## config.mk

```make
export PLATFORM = sky130hd
export DESIGN_NAME = pipelined_carry_select_adder
export DESIGN_NICKNAME = d
export VERILOG_FILES = /design/src/rtl/pipelined_carry_select_adder.sv
export SDC_FILE = /design/constraint.sdc
export NUM_CORES = 1
export LEC_CHECK = 0
export BUFFER_PORTS_ARGS = -buffer_cell sky130_fd_sc_hd__buf_2
export CAP_MARGIN = 20
export CORE_ASPECT_RATIO = 1.2
export CORE_MARGIN = 4
export CORE_UTILIZATION = 40
export CTS_BUF_LIST = sky130_fd_sc_hd__clkbuf_4 sky130_fd_sc_hd__clkbuf_8 sky130_fd_sc_hd__clkbuf_16
export DETAILED_ROUTE_END_ITERATION = 8
export PLACE_DENSITY = 0.68
export SLEW_MARGIN = 10
export SYNTH_ARGS = -nofsm -noshare
export SYNTH_HDL_FRONTEND = slang
export SYNTH_SLANG_ARGS = --single-unit
```

## constraint.sdc

```tcl
create_clock -name clk -period 5.7 [get_ports clk]
set_input_delay 1.14 -clock clk [delete_from_list [all_inputs] [get_ports clk]]
set_output_delay 1.14 -clock clk [all_outputs]
set_load 0.005 [all_outputs]
```

## src/rtl/pipelined_carry_select_adder.sv

```systemverilog
// ---------------------------------------------------------------------------
// pipelined_carry_select_adder
//
// Purpose:
//   WIDTH-bit adder split into L = WIDTH/(SEG*SEGS_PER_STAGE) pipeline
//   stages. Each stage handles SEGS_PER_STAGE segments of SEG bits. Every
//   segment computes its sum for carry-in 0 and 1 at the same time. The
//   carry arriving at the segment then selects one of the two sums. The carry
//   between stages is registered. Operand bits not yet used travel forward
//   with the stage (skew). Finished sum bits also travel forward (deskew), so
//   the whole result leaves the output register aligned.
//   The result appears L cycles after acceptance when there is no
//   back-pressure. Throughput is one result per cycle.
//
// Configuration macro:
//   PIPELINED_CSA_SAT_EN - when defined, sum saturates on signed overflow:
//                          0x7F..F for positive overflow, 0x80..0 for
//                          negative overflow. cout and ovf are raw flags in
//                          both builds, and latency is the same.
//
// Ports:
//   clk       in   rising-edge clock
//   rst       in   synchronous active-high reset
//   in_valid  in   operands present
//   in_ready  out  operands accepted this cycle when in_valid=1
//   in1, in2  in   WIDTH-bit addends
//   cin       in   carry-in
//   out_valid out  result present
//   out_ready in   downstream accepts the result
//   sum       out  WIDTH-bit result
//   cout      out  unsigned carry-out
//   ovf       out  two's-complement signed overflow
// ---------------------------------------------------------------------------
module pipelined_carry_select_adder #(
    parameter int WIDTH          = 32,
    parameter int SEG            = 4,
    parameter int SEGS_PER_STAGE = 2
) (
    input  logic             clk,
    input  logic             rst,
    input  logic             in_valid,
    output logic             in_ready,
    input  logic [WIDTH-1:0] in1,
    input  logic [WIDTH-1:0] in2,
    input  logic             cin,
    output logic             out_valid,
    input  logic             out_ready,
    output logic [WIDTH-1:0] sum,
    output logic             cout,
    output logic             ovf
);

    // Bits handled by one pipeline stage, and the number of stages.
    localparam int SW = SEG * SEGS_PER_STAGE;
    localparam int L  = WIDTH / SW;

    if ((WIDTH % SW) != 0 || WIDTH < SW) begin : g_bad_width
        $error("pipelined_carry_select_adder: WIDTH must be a multiple of SEG*SEGS_PER_STAGE");
    end

    // Handshake: a transfer on either side happens on a rising edge where
    // valid and ready are both 1. The whole pipe moves as one shift register.
    // It advances when the output slot is empty or is being drained
    // (en = out_ready | ~out_valid). Input acceptance follows the same enable.
    // So in_ready does not depend on in_valid, and while the output waits for
    // out_ready the sum, cout and ovf outputs are held.
    logic en;

    // Stage input registers. Stage k adds chunk k of a_q[k]/b_q[k] using
    // carry c_q[k]. s_q[k] holds the sum chunks below chunk k, which are
    // already finished.
    logic [L-1:0]     v_q;
    logic [L-1:0]     c_q;
    logic [WIDTH-1:0] a_q [L];
    logic [WIDTH-1:0] b_q [L];
    logic [WIDTH-1:0] s_q [L];

    // Combinational result of each stage: partial sum with chunk k filled in,
    // and the carry out of chunk k.
    logic [WIDTH-1:0] s_w [L];
    logic [L-1:0]     c_w;

    // Output register.
    logic             out_valid_q;
    logic [WIDTH-1:0] sum_q;
    logic             cout_q;
    logic             ovf_q;

    for (genvar k = 0; k < L; k++) begin : g_stage
        logic [SEGS_PER_STAGE:0] seg_c;
        logic [SW-1:0]           part;

        assign seg_c[0] = c_q[k];

        for (genvar j = 0; j < SEGS_PER_STAGE; j++) begin : g_seg
            localparam int LO = k * SW + j * SEG;
            logic [SEG:0] s0;
            logic [SEG:0] s1;

            // Two speculative sums. The carry arriving at the segment only
            // drives the select mux, not the adders.
            assign s0 = {1'b0, a_q[k][LO +: SEG]} + {1'b0, b_q[k][LO +: SEG]};
            assign s1 = {1'b0, a_q[k][LO +: SEG]} + {1'b0, b_q[k][LO +: SEG]}
                        + {{SEG{1'b0}}, 1'b1};

            assign part[j*SEG +: SEG] = seg_c[j] ? s1[SEG-1:0] : s0[SEG-1:0];
            assign seg_c[j+1]         = seg_c[j] ? s1[SEG]     : s0[SEG];
        end

        // Sum bits at and above chunk k are still zero in s_q[k], so OR-ing
        // the new chunk into place is enough.
        assign s_w[k] = s_q[k] | (WIDTH'(part) << (k * SW));
        assign c_w[k] = seg_c[SEGS_PER_STAGE];
    end

    // Final-stage flags. The operand MSBs are still in the last stage's skew
    // registers.
    logic [WIDTH-1:0] raw_sum;
    logic             a_msb;
    logic             b_msb;
    logic             raw_ovf;
    logic [WIDTH-1:0] final_sum;

    assign raw_sum = s_w[L-1];
    assign a_msb   = a_q[L-1][WIDTH-1];
    assign b_msb   = b_q[L-1][WIDTH-1];
    assign raw_ovf = (a_msb == b_msb) && (raw_sum[WIDTH-1] != a_msb);

`ifdef PIPELINED_CSA_SAT_EN
    // The operand sign gives the overflow direction. Positive operands
    // saturate to the maximum value, negative operands to the minimum value.
    assign final_sum = raw_ovf ? (a_msb ? {1'b1, {(WIDTH-1){1'b0}}}
                                        : {1'b0, {(WIDTH-1){1'b1}}})
                               : raw_sum;
`else
    assign final_sum = raw_sum;
`endif

    assign en       = out_ready | ~out_valid_q;
    assign in_ready = en;

    always_ff @(posedge clk) begin
        if (rst) begin
            v_q         <= '0;
            c_q         <= '0;
            out_valid_q <= 1'b0;
            sum_q       <= '0;
            cout_q      <= 1'b0;
            ovf_q       <= 1'b0;
            for (int k = 0; k < L; k++) begin
                a_q[k] <= '0;
                b_q[k] <= '0;
                s_q[k] <= '0;
            end
        end else if (en) begin
            // When in_valid=0 a bubble enters. Its stale data is never
            // marked valid.
            v_q[0] <= in_valid;
            if (in_valid) begin
                a_q[0] <= in1;
                b_q[0] <= in2;
                c_q[0] <= cin;
                s_q[0] <= '0;
            end
            for (int k = 1; k < L; k++) begin
                v_q[k] <= v_q[k-1];
                a_q[k] <= a_q[k-1];
                b_q[k] <= b_q[k-1];
                s_q[k] <= s_w[k-1];
                c_q[k] <= c_w[k-1];
            end
            out_valid_q <= v_q[L-1];
            if (v_q[L-1]) begin
                sum_q  <= final_sum;
                cout_q <= c_w[L-1];
                ovf_q  <= raw_ovf;
            end
        end
    end

    assign out_valid = out_valid_q;
    assign sum       = sum_q;
    assign cout      = cout_q;
    assign ovf       = ovf_q;

endmodule

```

# After elaboration in Yosys (flattened, before gate mapping)
# Memory sizes are Yosys's and may differ from the RTL's.
# Index checks and enable logic that the tools add are counted.
[classes]
n_addsub = 16
mul = 0
div = 0
n_lt_le_gt_ge = 0
n_eq_ne = 2
shifts = 0
n_mux = 37
n_bitwise = 18
reduce_logical = 3
[ops]
columns = ["op", "n"]
rows = [
  ["$mux 32", 12],
  ["$add 4x4->5", 8],
  ["$add 5x1->5 const B", 8],
  ["$mux 4", 8],
  ["$or 32x16->32", 1],
  ["$or 32x24->32", 1],
  ["$or 32x32->32", 1],
  ["$or 32x8->32", 1],
  ["$mux 1", 17],
  ["$or 1x1->1", 13],
  ["$reduce_and 2->1", 2],
  ["$eq 1x1->1", 1],
  ["$logic_and 1x1->1", 1],
  ["$ne 1x1->1", 1],
  ["$not 1->1", 1],
]
[word_totals]
ff_bits = 43
latch_bits = 0
ramBits = 384
rom_bits = 0
out_inout_bits = 36
elab_cells = 86
memories = 3
[memory_table]
columns = ["memory", "words", "word_bits", "read_ports", "rd_ports_with_merged_regs", "wr", "line", "text"]
rows = [
  ["a_q", 4, 32, 4, 0, 4, "74", "logic [WIDTH-1:0] a_q [L];"],
  ["b_q", 4, 32, 4, 0, 4, "75", "logic [WIDTH-1:0] b_q [L];"],
  ["s_q", 4, 32, 4, 0, 4, "76", "logic [WIDTH-1:0] s_q [L];"],
]

# Depth between registers and ports, before layout
# Gate-level depths: netlist (run 1).
[logic_depth]
depth_word = 7
ltp_mapped = 10
ltp_nobuf = 10

# Least setup slack after synthesis (run 1)
# OpenSTA, ideal clock, no wires.
[synth_timing]
path_kind = "input to register"
start = "input out_ready"
end = "memory a_q[1][10] (enable)"
arrival_time_ps = 4717
required_ps = 5203
slack_ps = 487
cell_stages = 6
n_path_buf = 2
path_cell_list = "nor2b_1 > inv_1 > clkbuf_1 > clkbuf_1 > nor2_1 > inv_1"
[synth_lines]
columns = ["element", "line", "text"]
rows = [
  ["from (decl)", "47", "input logic out_ready,"],
  ["to (decl)", "74", ""],
]

# Worst setup path in the final report (run 1)
[layout_timing]
start = "input out_ready"
end = "output in_ready"
[layout_via]
elab_chain_len = 1
[layout_lines]
columns = ["element", "line", "text"]
rows = [
  ["$or 1x1->1", "139", "assign en = out_ready | ~out_valid_q;"],
  ["to (decl)", "42", "output logic in_ready,"],
]
# No other way between the ends.

==> flow_metrics.py, run 1 <==
metrics = {
    "timing": {
        "timing.final.crit_period_ns": 3.28,
        "drv_slew": 0,
        "rsz_0062_raised_after_global_routing": "false",
        "timing_hold_violations_final": 0,
        "timing.slew.headroom_pct": 35.5,
        "final.setup.worst_slack_ns": 2.42,
        "finClkSkew_ns": 0.0149,
        "period_share_pct": 57.5,
        "tightestPinTransition_ns": 0.966,
        "finalSetupViolations": 0,
        "max_freq_ghz": 0.305,
        "tns_ns": 0,
    },
    "cts": {
        "clkTransAtPathRegs_ns": 0.06,
        "htree_num_levels": 1,
        "numClockSinks": 251,
        "cts_repair_resize_count": 0,
        "cts-buffers-inserted": 24,
        "cts_tree": "built",
        "post-cts-setup-buffers": 0,
        "clk-insertion-delay-late_ns": 0.52,
        "ctsHoldBuffers": 0,
        "ctsLongestPathBuffers": 3,
        "cts-root-buf": "clkbuf_16",
    },
    "setup_path": {
        "worst_path_required_time_ns": 4.56,
        "cp.arrival_ns": 2.14,
        "critPathMaxFanout": 8,
        "start_kind": "input pin",
        "critPathMaxStageDelay_ns": 0.49,
        "crit_path_end_kind": "output port",
        "critPathTopFamily": "buffers and inverters",
        "worstPathBufferInverterCount": 3,
        "worst_path_cell_chain": "buf_2 -> nor2b_1 -> inv_2 -> buf_2",
        "crit_top_cell": "buf_2",
        "cpMaxStageDelayCell": "nor2b_1",
        "timing_worst_setup_path_type": "in2out",
        "r2r_setup_slack_ns": 2.86,
    },
    "yosys": {
        "distinct_cells_synth": 42,
        "synthesis.nets": 943,
        "seq_area_frac_synth_pct": 65.9,
        "ys_warn_count": 0,
        "postSynth.topFlopCell": "edfxtp_1",
        "syn_avg_cell_area_um2": 13.1,
        "synth.cell_area_um2": 10800,
        "synth-edff-count": 208,
        "asyncSetResetFlopFracSynth_pct": 0,
        "netlist_instances": 826,
        "ys_seq_elements": 251,
    },
    "pwr": {
        "p_clk_share_pct": 39.2,
        "leakagePower_nw": 5.82,
        "p_int_mw": 3.01,
        "power.net_switching_mw": 0.806,
        "power-per-cell-area_nw_per_um2": 309,
        "vdd_drop_max_uv": 219,
        "power_frac_seq_pct": 55.1,
        "logic_pwr_share_pct": 5.7,
        "power_switching_share_pct": 21.1,
    },
    "floorplanning": {
        "dieHeight_um": 188,
        "fp.dieArea_um2": 29700,
        "ioPinCount": 105,
        "fp-row-count": 65,
        "core-area_um2": 26400,
        "fp.dieW_um": 158,
        "start_util_pct": 40.8,
    },
    "final_layout": {
        "final_net_count": 1025,
        "area.growth.synth_to_final_pct": 14.7,
        "n_diodes": 0,
        "post_route_cells_drive_above_1_share_pct": 17.5,
        "final_cell_count_no_fill": 1260,
        "post-route-util_pct": 46.8,
        "postLayoutCellArea_um2": 12400,
    },
    "place": {
        "placed_cells_incl_taps": 1216,
        "pre_cts_slack_ns": 2.09,
        "detailedPlacementHpwl_mm": 12.4,
        "finalWeightedCongestion": 0.761,
        "io_buf_count": 104,
        "place_area_um2": 11600,
    },
    "drt": {
        "routed_wl_mm": 18.2,
        "route.vias.total": 6205,
        "dr.pass1.iters": 5,
        "via_per_inst": 4.92,
        "post-route-drc-count": 0,
        "drt-wirelength-per-cell_um": 14.5,
        "initialDrtViolationCount": 348,
        "postRouteAntennaNets": 0,
    },
    "global_routing": {
        "grt_overall_usage_pct": 12.2,
        "grt_pass1_wl_mm": 30.1,
        "number_of_global_route_vias_before_repair": 6122,
        "grt_max_degree": 114,
        "antenna_violations_before_repair": 0,
        "grt_overflow": 0,
    },
    "hold_path": {
        "timing.hold.worst.class": "reg2reg",
    },
    "run_status": {
        "status": "completed",
    },
    "job": {
        "maxCapViolCount": 0,
    },
}
==> path summary, 6_finish.rpt <==
check,start,cells past startpoint,to
setup / recovery,out_ready,4,in_ready
hold / removal,sum[19],2,sum[19]
setup reg to reg,a_q[3][24],10,sum[31]
hold reg to reg,sum[19],2,sum[19]
==> power by group through the flow <==
stage / sequential (mW) / combinational (mW) / clock (mW)
3_5_place_dp: 2.14 / 0.217 / 0
3_3_place_gp: 2.14 / 0.212 / 0
6_report: 2.10 / 0.218 / 1.50
4_1_cts: 2.10 / 0.219 / 1.53
5_1_grt: 2.11 / 0.249 / 1.61
2_1_floorplan: 2.13 / 0.156 / 0
==> placed cells by master (no fill, tap or decap), drive strengths merged, types with 2 or more instances in the layout <==
cell type  count
edfxtp       208
and3         188
buf          112
nand2         79
a21oi         54
dfxtp         43
ha            40
nor2          31
clkbuf        27
xnor2         23
a21o          17
xor2          16
mux2i         10
clkinv        10
nand4          9
fa             8
o21ai          7
a211oi         6
inv            5
nand3          4
nor3           4
clkinvlp       4
nor2b          2
a211o          2
o41ai          2
==> synth_stat cells (2+ instances only) <==
cell type / count / area share, %
a211o_1: 2 / 0.16
a211oi_1: 6 / 0.42
a21o_1: 16 / 1.1
a21oi_1: 54 / 2.5
and3_1: 188 / 11
clkbuf_1: 55 / 1.9
dfxtp_1: 43 / 8.0
edfxtp_1: 208 / 58
fa_1: 8 / 1.5
ha_1: 40 / 4.6
inv_1: 3 / 0.10
mux2i_1: 10 / 0.93
nand2_1: 79 / 2.8
nand3_1: 4 / 0.19
nand4_1: 9 / 0.52
nor2_1: 31 / 1.1
nor2b_1: 2 / 0.12
nor3_1: 4 / 0.19
o21ai_0: 6 / 0.28
xnor2_1: 22 / 1.8
xor2_1: 15 / 1.2
==> per-layer routing <==
metal	global-route usage, %	share of wire, %	up-vias
met5	0	0	-
met4	3.34	1.5	0
met3	2.01	4.4	20
met2	19.6	47	117
met1	17.1	47	2856
li1	-	-	3212
==> state kept, by name (all words and copies together) (netlist names) <==
register	cells
c_q	4
v_q	4
out_valid	1
b_q	80
ovf	1
s_q	48
sum	32
a_q	80
cout	1
==> worst min-delay path, delay by kind of cell (launching register included) <==
family,cells,cell delay [ns]
AOI/OAI and AO/OA,1,0.05
DFF,1,0.30
and+or+nand+nor,1,0.05
==> stage by stage <==
| stage | power, mW | hold WS, ns |
|---|---|---|
| floorplan | 2.29 | 0.432 |
| global placement | 2.35 | 0.440 |
| detailed placement | 2.36 | 0.444 |
| CTS | 3.86 | 0.453 |
| global route | 3.97 | 0.469 |
| finish | 3.82 | 0.450 |
==> cell type report <==
class | instances | area (um^2)
Clock inverter | 16 | 130
Fill cell | 2311 | 14100
Multi-Input combinational cell | 515 | 3460
Inverter | 4 | 20.0
Sequential cell | 251 | 7110
Tap cell | 335 | 419
Clock buffer | 27 | 623
Timing Repair Buffer | 112 | 608
==> cell families after synthesis <==
family	share of synthesized area [%]
compound gates	5.29
xor+xnor	3.31
fa+ha+maj	6.13
buf+inv	2.09
flops	65.9
mux	0.929
simple gates	16.3
Note: power is estimated with default switching activity, not from simulation.
==> run 2, diff against run 1 <==
- PLACE_DENSITY: 0.68 -> 0.7
- clock period: 5.7 -> 2.9 ns (I/O delays scaled with it)
==> run 2 against run 1 <==
Effect of this change:
- sequential share of layout area fell by 0.42 points
- cell area rose by 0.74%
- total power rose by 95%
- routed wire length fell by 1.0%
==> flow_metrics.py, run 2 (same netlist as run 1, synthesis figures left out) <==
metrics = {
    "run_status": {
        "status": "completed",
    },
    "floorplanning": {
        "dieHeight_um": 188,
        "fp-row-count": 65,
        "fp.dieW_um": 158,
        "fp.dieArea_um2": 29700,
        "start_util_pct": 40.8,
        "core-area_um2": 26400,
        "ioPinCount": 105,
    },
    "timing": {
        "period_share_pct": 98.2,
        "final.setup.worst_slack_ns": 0.0525,
        "finClkSkew_ns": 0.0129,
        "drv_slew": 0,
        "timing.final.crit_period_ns": 2.85,
        "max_freq_ghz": 0.351,
        "tightestPinTransition_ns": 0.748,
        "rsz_0062_raised_after_global_routing": "true",
        "timing.slew.headroom_pct": 50.1,
        "timing_hold_violations_final": 0,
        "hold_slack_ns": 0.293,
        "finalSetupViolations": 0,
    },
    "drt": {
        "route.vias.total": 6209,
        "dr.pass1.iters": 4,
        "postRouteAntennaNets": 0,
        "initialDrtViolationCount": 409,
        "via_per_inst": 4.89,
        "drt-wirelength-per-cell_um": 14.2,
        "routed_wl_mm": 18.1,
        "post-route-drc-count": 0,
    },
    "pwr": {
        "leakagePower_nw": 5.87,
        "power-per-cell-area_nw_per_um2": 597,
        "vdd_drop_max_uv": 383,
    },
    "setup_path": {
        "worstPathBufferInverterCount": 1,
        "cp.arrival_ns": 3.22,
        "timing_worst_setup_path_type": "reg2reg",
        "critPathLaunch": "b_q[0][120]",
        "worst_path_required_time_ns": 3.27,
        "crit_top_cell": "ha_2",
        "r2r_setup_slack_ns": 0.05,
        "critPathTopFamily": "adder cells",
        "start_kind": "register",
        "critical_register_to_register_path_startpoint": "b_q[0][120]",
        "cpMaxStageDelayCell": "fa_1",
        "worst_path_cell_chain": "ha_2 -> fa_1 -> ha_2 -> nand2_2 -> or3b_1 -> mux2i_2 -> xnor2_2 -> buf_4 -> and4b_1 -> o21ai_1 -> a21oi_1",
        "crit_path_end_kind": "register",
        "depth_of_the_worst_register_to_register_path": 11,
        "critPathMaxFanout": 5,
        "critPathMaxStageDelay_ns": 0.57,
        "worst_r2r_endpoint": "ovf",
    },
    "final_layout": {
        "most-common-layout-cells": "edfxtp_1 (208), and3_1 (188), buf_2 (104)",
        "post_route_cells_drive_above_1_share_pct": 18.9,
        "final_net_count": 1035,
        "postLayoutCellArea_um2": 12500,
        "layout_commonest_cell": "edfxtp_1",
        "biggestRegsByFlops": "a_q: 80 flops, b_q: 80 flops, s_q: 48 flops",
        "area.growth.synth_to_final_pct": 15.6,
        "n_diodes": 0,
    },
    "cts": {
        "clk-insertion-delay-late_ns": 0.51,
        "numClockSinks": 251,
        "clkTransAtPathRegs_ns": 0.06,
        "ctsHoldBuffers": 0,
        "ctsLongestPathBuffers": 3,
        "cts-buffers-inserted": 24,
        "htree_num_levels": 1,
        "cts_tree": "built",
        "cts-root-buf": "clkbuf_16",
    },
    "hold_path": {
        "timing.hold.worst.class": "in2reg",
        "min_path_cells": 3,
        "hold_path.startpoint": "cin",
        "hold_path_sink": "c_q[0]",
    },
    "global_routing": {
        "grt_overflow": 0,
        "grt_max_degree": 145,
        "number_of_global_route_vias_before_repair": 5908,
        "antenna_violations_before_repair": 0,
        "grt_pass1_wl_mm": 29.5,
        "grt_overall_usage_pct": 12.0,
    },
    "place": {
        "place_area_um2": 11700,
        "io_buf_count": 104,
        "finalWeightedCongestion": 0.720,
        "detailedPlacementHpwl_mm": 12.3,
        "pre_cts_slack_ns": 0.0942,
    },
    "job": {
        "maxCapViolCount": 0,
    },
}
-- run 2: worst max path at each step --
stage / to / slack, ns / cells after the start
floorplan: a_q[1][10] / -0.86 / 6
global placement: ovf / 0.16 / 11
detailed placement: ovf / 0.09 / 11
CTS: ovf / 0.08 / 11
global route: ovf / -0.08 / 11
finish: ovf / 0.05 / 11
-- run 2: layer usage --
| metal | wire length, um | GRT usage (%) | up-vias | share of wire [%] |
|---|---|---|---|---|
| li1 | - | - | 3238 | - |
| met3 | 775 | 1.87 | 23 | 4.3 |
| met2 | 8220 | 19.0 | 105 | 46 |
| met5 | 0 | 0 | - | 0 |
| met4 | 324 | 3.24 | 0 | 1.8 |
| met1 | 8740 | 17.1 | 2843 | 48 |
-- run 2: report_power, final --
part	switching (mW)	internal, mW	leakage [nW]	total, mW
logic	0.237	0.196	2.71	0.432
clock network	1.26	1.61	0.367	2.88
registers	0.0514	4.08	2.79	4.13
-- run 2: stage by stage --
step / setup TNS, ns / utilization (%) / std cells / power (mW)
6_report: 0 / 47.1 / 1271 / 7.44
5_1_grt: -0.228 / 47.1 / 1271 / 7.76
4_1_cts: 0 / 47.0 / 1268 / 7.53
3_5_place_dp: 0 / 44.2 / 1224 / 4.64
3_3_place_gp: 0 / 44.2 / 1224 / 4.62
2_1_floorplan: -124.24 / - / 826 / 4.50
-- run 2: timing repair --
| item | 4_1_cts | 5_1_grt |
|---|---|---|
| gates resized for setup | 0 | 4 |
| endpoints found under the setup margin | 0 | 4 |
| hold endpoints to repair | 0 | 0 |
| setup buffers | 0 | 3 |
-- run 2: cell type report --
class | instances | area, um^2
repair buffers | 122 | 693
flip-flops and latches | 251 | 7110
inverters | 4 | 18.8
clock inverters | 15 | 78.8
well taps | 335 | 419
fillers | 2265 | 14000
clock buffers | 29 | 656
multi-input cells | 515 | 3480
-- run 2: worst register-to-register path: cells and delay by family, from the launching register on --
kind / cells / cell delay [ns]
xor+xnor: 1 / 0.13
simple gates: 3 / 0.63
compound gates: 2 / 0.22
mux: 1 / 0.21
flops: 1 / 0.38
fa+ha+maj: 3 / 0.98
buf+inv: 1 / 0.17
